==> config.mk <==
export PLATFORM = sky130hd
export DESIGN_NAME = traffic_light_monitor_flat
export DESIGN_NICKNAME = d
export VERILOG_FILES = /design/src/rtl/traffic_light_monitor_if.sv /design/src/rtl/traffic_light_monitor.sv /design/src/flat_wrapper.sv
export SDC_FILE = /design/constraint.sdc
export NUM_CORES = 1
export LEC_CHECK = 0
export ABC_AREA = 1
export CAP_MARGIN = 20
export CORE_MARGIN = 4
export CORE_UTILIZATION = 30
export DETAILED_ROUTE_END_ITERATION = 12
export GPL_TIMING_DRIVEN = 0
export PLACE_DENSITY = 0.49
export SLEW_MARGIN = 20
export SYNTH_ARGS = -nofsm -noshare
export SYNTH_HDL_FRONTEND = slang
export SYNTH_SLANG_ARGS = --single-unit
==> constraint.sdc <==
create_clock -name clk -period 5.8 [get_ports clk]
set_input_delay 0.87 -clock clk [delete_from_list [all_inputs] [get_ports clk]]
set_output_delay 0.87 -clock clk [all_outputs]
set_load 0.1 [all_outputs]
==> src/rtl/traffic_light_monitor_if.sv <==
// traffic_light_monitor_if: light-code bus from the intersection controller, plus the raw walk request
interface traffic_light_monitor_if;
    logic [1:0] ml;
    logic [1:0] sl;
    logic       wl;
    logic       req;
    modport master (output ml, sl, wl, req);
    modport slave  (input ml, sl, wl, req);
endinterface

==> src/rtl/traffic_light_monitor.sv <==
// traffic_light_monitor: passive checker decoding the light phase and flagging illegal codes,
// sequencing, dwell and walk-request handling errors on the controller's light bus
module traffic_light_monitor #(
    parameter logic [7:0] MG_MIN   = 8'd9,
    parameter logic [7:0] MG_MAX   = 8'd12,
    parameter logic [7:0] SG_MIN   = 8'd6,
    parameter logic [7:0] SG_MAX   = 8'd9,
    parameter logic [7:0] YEL_CYC  = 8'd2,
    parameter logic [7:0] WALK_CYC = 8'd3
) (
    input  logic                          clk,
    input  logic                          reset,
    traffic_light_monitor_if.slave        bus,
    output logic [2:0]                    phase_o,
    output logic [7:0]                    dwell_o,
    output logic                          err_valid_o,
    output logic [2:0]                    err_code_o,
    output logic                          err_sticky_o,
    output logic [7:0]                    err_count_o,
    output logic [7:0]                    walk_count_o
);
    typedef enum logic [2:0] {NONE = 3'd0, MG = 3'd1, MY = 3'd2, SG = 3'd3, SY = 3'd4, WALK = 3'd5} phase_t;
    phase_t     phase_q, phase_d, p;
    logic [4:0] code_in;
    logic [7:0] dwell_q, dwell_d, dwell_inc, min_cur, max_cur;
    logic [7:0] err_count_q, err_count_d, walk_count_q, walk_count_d;
    logic [2:0] err_code_q, err_code_d;
    logic       err_valid_q, err_valid_d, err_sticky_q, err_sticky_d;
    logic       pend_q, pend_d, req_q, req_edge;
    logic       stay, moved, legal, enter_walk;
    logic       e1, e2, e3, e4, e5, e6;
    always_comb begin
        code_in      = {bus.ml, bus.sl, bus.wl};
        p            = code_in == 5'b00100 ? MG :
                       code_in == 5'b01100 ? MY :
                       code_in == 5'b10000 ? SG :
                       code_in == 5'b10010 ? SY :
                       code_in == 5'b10101 ? WALK : NONE;
        min_cur      = phase_q == MG ? MG_MIN : phase_q == SG ? SG_MIN : phase_q == WALK ? WALK_CYC : YEL_CYC;
        max_cur      = phase_q == MG ? MG_MAX : phase_q == SG ? SG_MAX : phase_q == WALK ? WALK_CYC : YEL_CYC;
        // SG->SY is the normal side-yellow step and is accepted alongside the listed edges
        legal        = (phase_q == MG && p == MY) || (phase_q == MY && (p == SG || p == WALK)) ||
                       (phase_q == WALK && p == SG) || (phase_q == SG && p == SY) || (phase_q == SY && p == MG);
        stay         = p != NONE && p == phase_q;
        moved        = p != NONE && phase_q != NONE && p != phase_q;
        enter_walk   = p == WALK && phase_q != WALK;
        req_edge     = bus.req & ~req_q;
        dwell_inc    = dwell_q == 8'hff ? dwell_q : dwell_q + 8'd1;
        e1           = p == NONE;
        e2           = moved && !legal;
        e3           = moved && dwell_q < min_cur;
        e4           = stay && dwell_inc == 8'(max_cur + 8'd1);
        e5           = moved && enter_walk && !pend_q && !req_edge;
        e6           = moved && phase_q == MY && p == SG && pend_q;
        phase_d      = p;
        dwell_d      = e1 ? 8'd0 : stay ? dwell_inc : 8'd1;
        err_valid_d  = e1 | e2 | e3 | e4 | e5 | e6;
        err_code_d   = e1 ? 3'd1 : e2 ? 3'd2 : e3 ? 3'd3 : e4 ? 3'd4 : e5 ? 3'd5 : e6 ? 3'd6 : err_code_q;
        err_sticky_d = err_sticky_q | err_valid_d;
        err_count_d  = err_count_q + 8'(err_valid_d && err_count_q != 8'hff);
        walk_count_d = walk_count_q + 8'(enter_walk);
        pend_d       = enter_walk ? 1'b0 : pend_q | req_edge;
    end
    always_ff @(posedge clk) begin
        if (reset) begin
            phase_q      <= NONE;
            dwell_q      <= '0;
            err_valid_q  <= 1'b0;
            err_code_q   <= '0;
            err_sticky_q <= 1'b0;
            err_count_q  <= '0;
            walk_count_q <= '0;
            pend_q       <= 1'b0;
            req_q        <= 1'b0;
        end else begin
            phase_q      <= phase_d;
            dwell_q      <= dwell_d;
            err_valid_q  <= err_valid_d;
            err_code_q   <= err_code_d;
            err_sticky_q <= err_sticky_d;
            err_count_q  <= err_count_d;
            walk_count_q <= walk_count_d;
            pend_q       <= pend_d;
            req_q        <= bus.req;
        end
    end
    assign phase_o      = phase_q;
    assign dwell_o      = dwell_q;
    assign err_valid_o  = err_valid_q;
    assign err_code_o   = err_code_q;
    assign err_sticky_o = err_sticky_q;
    assign err_count_o  = err_count_q;
    assign walk_count_o = walk_count_q;
endmodule

==> src/flat_wrapper.sv <==
// flat-port wrapper written by rule: the top's interface ports become plain ports
module traffic_light_monitor_flat 
#(
    parameter logic [7:0] MG_MIN   = 8'd9,
    parameter logic [7:0] MG_MAX   = 8'd12,
    parameter logic [7:0] SG_MIN   = 8'd6,
    parameter logic [7:0] SG_MAX   = 8'd9,
    parameter logic [7:0] YEL_CYC  = 8'd2,
    parameter logic [7:0] WALK_CYC = 8'd3
)
  (clk, reset, phase_o, dwell_o, err_valid_o, err_code_o, err_sticky_o, err_count_o, walk_count_o, bus_ml, bus_sl, bus_wl, bus_req);
  traffic_light_monitor_if bus_i ();
  input  logic clk;
  input  logic reset;
  output logic [2:0] phase_o;
  output logic [7:0] dwell_o;
  output logic err_valid_o;
  output logic [2:0] err_code_o;
  output logic err_sticky_o;
  output logic [7:0] err_count_o;
  output logic [7:0] walk_count_o;
  input wire logic [$bits(bus_i.ml)-1:0] bus_ml;
  input wire logic [$bits(bus_i.sl)-1:0] bus_sl;
  input wire logic [$bits(bus_i.wl)-1:0] bus_wl;
  input wire logic [$bits(bus_i.req)-1:0] bus_req;
  assign bus_i.ml = bus_ml;
  assign bus_i.sl = bus_sl;
  assign bus_i.wl = bus_wl;
  assign bus_i.req = bus_req;
  traffic_light_monitor #(.MG_MIN(MG_MIN), .MG_MAX(MG_MAX), .SG_MIN(SG_MIN), .SG_MAX(SG_MAX), .YEL_CYC(YEL_CYC), .WALK_CYC(WALK_CYC)) u_core (.clk(clk), .reset(reset), .bus(bus_i), .phase_o(phase_o), .dwell_o(dwell_o), .err_valid_o(err_valid_o), .err_code_o(err_code_o), .err_sticky_o(err_sticky_o), .err_count_o(err_count_o), .walk_count_o(walk_count_o));
endmodule
==> flow_metrics.env <==
export IMPL_synth_distinct_cells=33
export IMPL_track_usage=0.1316
export IMPL_yosysWarnings=0
export IMPL_netlist_area_leader_share=0.3398
export IMPL_yosysTopAreaCell="dfxtp_1"
export IMPL_worstReg2RegStart="u_core.phase_o[1]"
export IMPL_cellPowerDensity_nw_per_um2=209.6
export IMPL_rr_endpoint="u_core.err_count_o[6]"
export IMPL_vias_per_cell=4.695
export IMPL_worstMarginPinSlew_ns=0.9970
export IMPL_die_area_um2=8049
export IMPL_setup_violations=0
export IMPL_clock_latency_ns=0.28
export IMPL_final_antenna_net_count=0
export IMPL_drt_pass1_iterations=4
export IMPL_fmax_mhz=299.5
export IMPL_cts_setup_buffers=0
export IMPL_cts_repair_resized=0
export IMPL_grt_busiest_layer="met2"
export IMPL_drt_initial_drc_count=67
export IMPL_cts_sinks=34
export IMPL_criticalPathCategory="input port to flip-flop"
export IMPL_grt_max_degree=12
export IMPL_period_needed_ns=3.339
export IMPL_max_slew_margin=0.3332
export IMPL_grt_pass1_wl_um=9039
export IMPL_synthesis_area_um2=2003
export IMPL_vias=2000
export IMPL_use_met2=0.2168
export IMPL_port_buffers=39
export IMPL_place_hpwl_um=3829
export IMPL_yosys_top_cells_area="dfxtp_1 34%, nand2_1 13%, inv_1 8.4%"
export IMPL_worstHoldPathType="flip-flop to flip-flop"
export IMPL_fin_util=0.4025
export IMPL_avgSynthCellArea_um2=6.633
export IMPL_outcome="completed"
export IMPL_clk_pin_slew_ns=0.08
export IMPL_use_met1=0.1710
export IMPL_pin_count=40
export IMPL_drv_cap=0
export IMPL_synthTopCellsByCount="70 x nand2_1, 45 x inv_1, 43 x nor2_1, 34 x dfxtp_1, 27 x nand3_1"
export IMPL_critPathRequiredTime_ns=5.99
export IMPL_reg2reg_slack_ns=2.62
export IMPL_nFillCells=681
export IMPL_cp_end_kind="flip-flop"
export IMPL_peakVddDrop_mv=0.1501
export IMPL_n_antenna_cell=0
export IMPL_nets=365
export IMPL_start_util=0.3119
export IMPL_fin_skew_ns=0.004027
export IMPL_hold_violations=0
export IMPL_core_um2=6422
export IMPL_rows=29
export IMPL_globalRouteOverflowTotal=0
export IMPL_cts_inserted_buffers=5
export IMPL_synthFlopType="dfxtp_1"
export IMPL_cts_tree="done"
export IMPL_cts_hold_buffers=0
export IMPL_drt_wl_total_um=4925
export IMPL_grt_antenna_before_repair=0
export IMPL_ys_seq_area_frac=0.3398
export IMPL_critPathArrivalTime_ns=3.52
export IMPL_gr_usage_met3=0.04090
export IMPL_slew_viol_final=0
export IMPL_grt_pass1_vias=2015
export IMPL_rr_worst_depth=24
export IMPL_rsz0062_at_grt="false"
export IMPL_critPathCapture="u_core.err_count_o[6]"
export IMPL_synth_async_reset_ratio=0
export IMPL_cts_max_path_buffers=2
export IMPL_yosysMostFrequentCell="nand2_1"
export IMPL_synth_edf_count=0
export IMPL_crit_start="bus_sl[0]"
export IMPL_htree_num_levels=2
export IMPL_wire_per_inst_um=11.56
export IMPL_drc=0
export IMPL_synth_cells=302
export IMPL_drive_above_1_share=0.07450
export IMPL_cts_root_buf="clkbuf_8"
export IMPL_gp_congestion=0.8225
export IMPL_p_leak_nw=1.157
export IMPL_ys_seq_elements=34
export IMPL_fp_dieW_um=89.72
export IMPL_start_kind="input port"
export IMPL_critPathMaxFanout=6
export IMPL_die_h_um=89.72
export IMPL_area_delta_synth_final_pct=29.04
export IMPL_setup_tns_ns=0
export IMPL_min_period_over_period=0.5757
export IMPL_synth_fp_nets=319
==> sequential cells by signal, summed over array words and instances (netlist names) <==
signal	count
u_core.dwell_o	8
u_core.err_code_o	3
u_core.err_count_o	8
u_core.err_sticky_o	1
u_core.err_valid_o	1
u_core.pend_q	1
u_core.phase_o	3
u_core.req_q	1
u_core.walk_count_o	8
==> stage by stage <==
| step | total power [W] | cells | hold WS (ns) | setup WS, ns | instance area (um^2) |
|---|---|---|---|---|---|
| floorplan | 0.0003326 | 302 | 0.4934 | 2.269 | 2003 |
| CTS | 0.0005548 | 426 | 0.4721 | 2.490 | 2585 |
| finish | 0.0005418 | 426 | 0.4696 | 2.461 | 2585 |
| detailed placement | 0.0003612 | 418 | 0.4547 | 2.196 | 2490 |
| global route | 0.0005793 | 426 | 0.4885 | 2.036 | 2585 |
| global placement | 0.0003606 | 418 | 0.4477 | 2.194 | 2490 |
==> metal layers <==
layer  share of wire  vias to the layer above
li1                -                     1071
met4          0.0055                        0
met3           0.047                        2
met5               0                        -
met2            0.46                       35
met1            0.49                      892
==> worst min path at each step <==
stage / startpoint / endpoint / depth (start not counted)
floorplan: u_core.req_q / u_core.pend_q / 3
global placement: u_core.err_sticky_o / u_core.err_sticky_o / 2
detailed placement: u_core.err_count_o[4] / u_core.err_count_o[4] / 2
CTS: u_core.err_count_o[4] / u_core.err_count_o[4] / 2
global route: u_core.err_count_o[4] / u_core.err_count_o[4] / 2
finish: u_core.err_sticky_o / u_core.err_sticky_o / 2
==> report_power, final <==
part	internal, W	total (W)	switching, W
Combinational	0.0000293	0.000107	0.0000782
Clock	0.0000955	0.000187	0.0000917
Sequential	0.000241	0.000247	0.00000627
Total	0.000366	0.000542	0.000176
==> kinds of logic (layout without fill, tap and decap cells) <==
family / count (synthesis) / in the layout / synth area share
flops: 34 / 34 / 0.3398
xor+xnor: 1 / 1 / 0.004373
fa+ha+maj: 9 / 9 / 0.05622
buf+inv: 50 / 97 / 0.09993
compound gates: 33 / 33 / 0.08932
simple gates: 175 / 175 / 0.4104
==> final cells by class <==
class | instances | area [um^2] | share of cell area
Tap cell | 77 | 96.34 | 0.03727
Timing Repair Buffer | 39 | 390.4 | 0.1510
Sequential cell | 34 | 680.7 | 0.2633
Buffer | 4 | 27.53 | 0.01065
Multi-Input combinational cell | 218 | 1122 | 0.4342
Inverter | 46 | 172.7 | 0.06680
Clock buffer | 6 | 82.58 | 0.03195
Clock inverter | 2 | 12.51 | 0.004840
==> placed cells by master (no fill, tap or decap), types with 2 or more instances in the layout <==
cell type / synthesis / layout
nand2_1: 70 / 70
inv_1: 45 / 45
nor2_1: 43 / 43
clkdlybuf4s50_1: 0 / 39
dfxtp_1: 34 / 34
nand3_1: 27 / 27
a21oi_1: 14 / 14
o21ai_0: 11 / 11
ha_1: 9 / 9
nand4_1: 7 / 7
nor3_1: 7 / 7
nand3_2: 6 / 6
clkbuf_8: 0 / 6
nor4_1: 3 / 3
nor2_4: 3 / 3
a31oi_1: 3 / 3
o211ai_1: 2 / 2
==> worst max-delay path, cell delays in order <==
cell	delay [ns]
clkdlybuf4s50_1	0.45
nor2_1	0.22
nand3_2	0.16
nand2_1	0.16
inv_1	0.07
nand2_1	0.06
nand2_1	0.06
nand3b_2	0.14
nand3_1	0.16
nand3_2	0.15
nor2_4	0.06
nor2_1	0.09
ha_1	0.17
ha_1	0.16
nand2_1	0.08
nor3b_1	0.29
nand2_1	0.08
nand2_1	0.07
nor2_1	0.03
No activity file was read; power rests on OpenSTA's default activity.
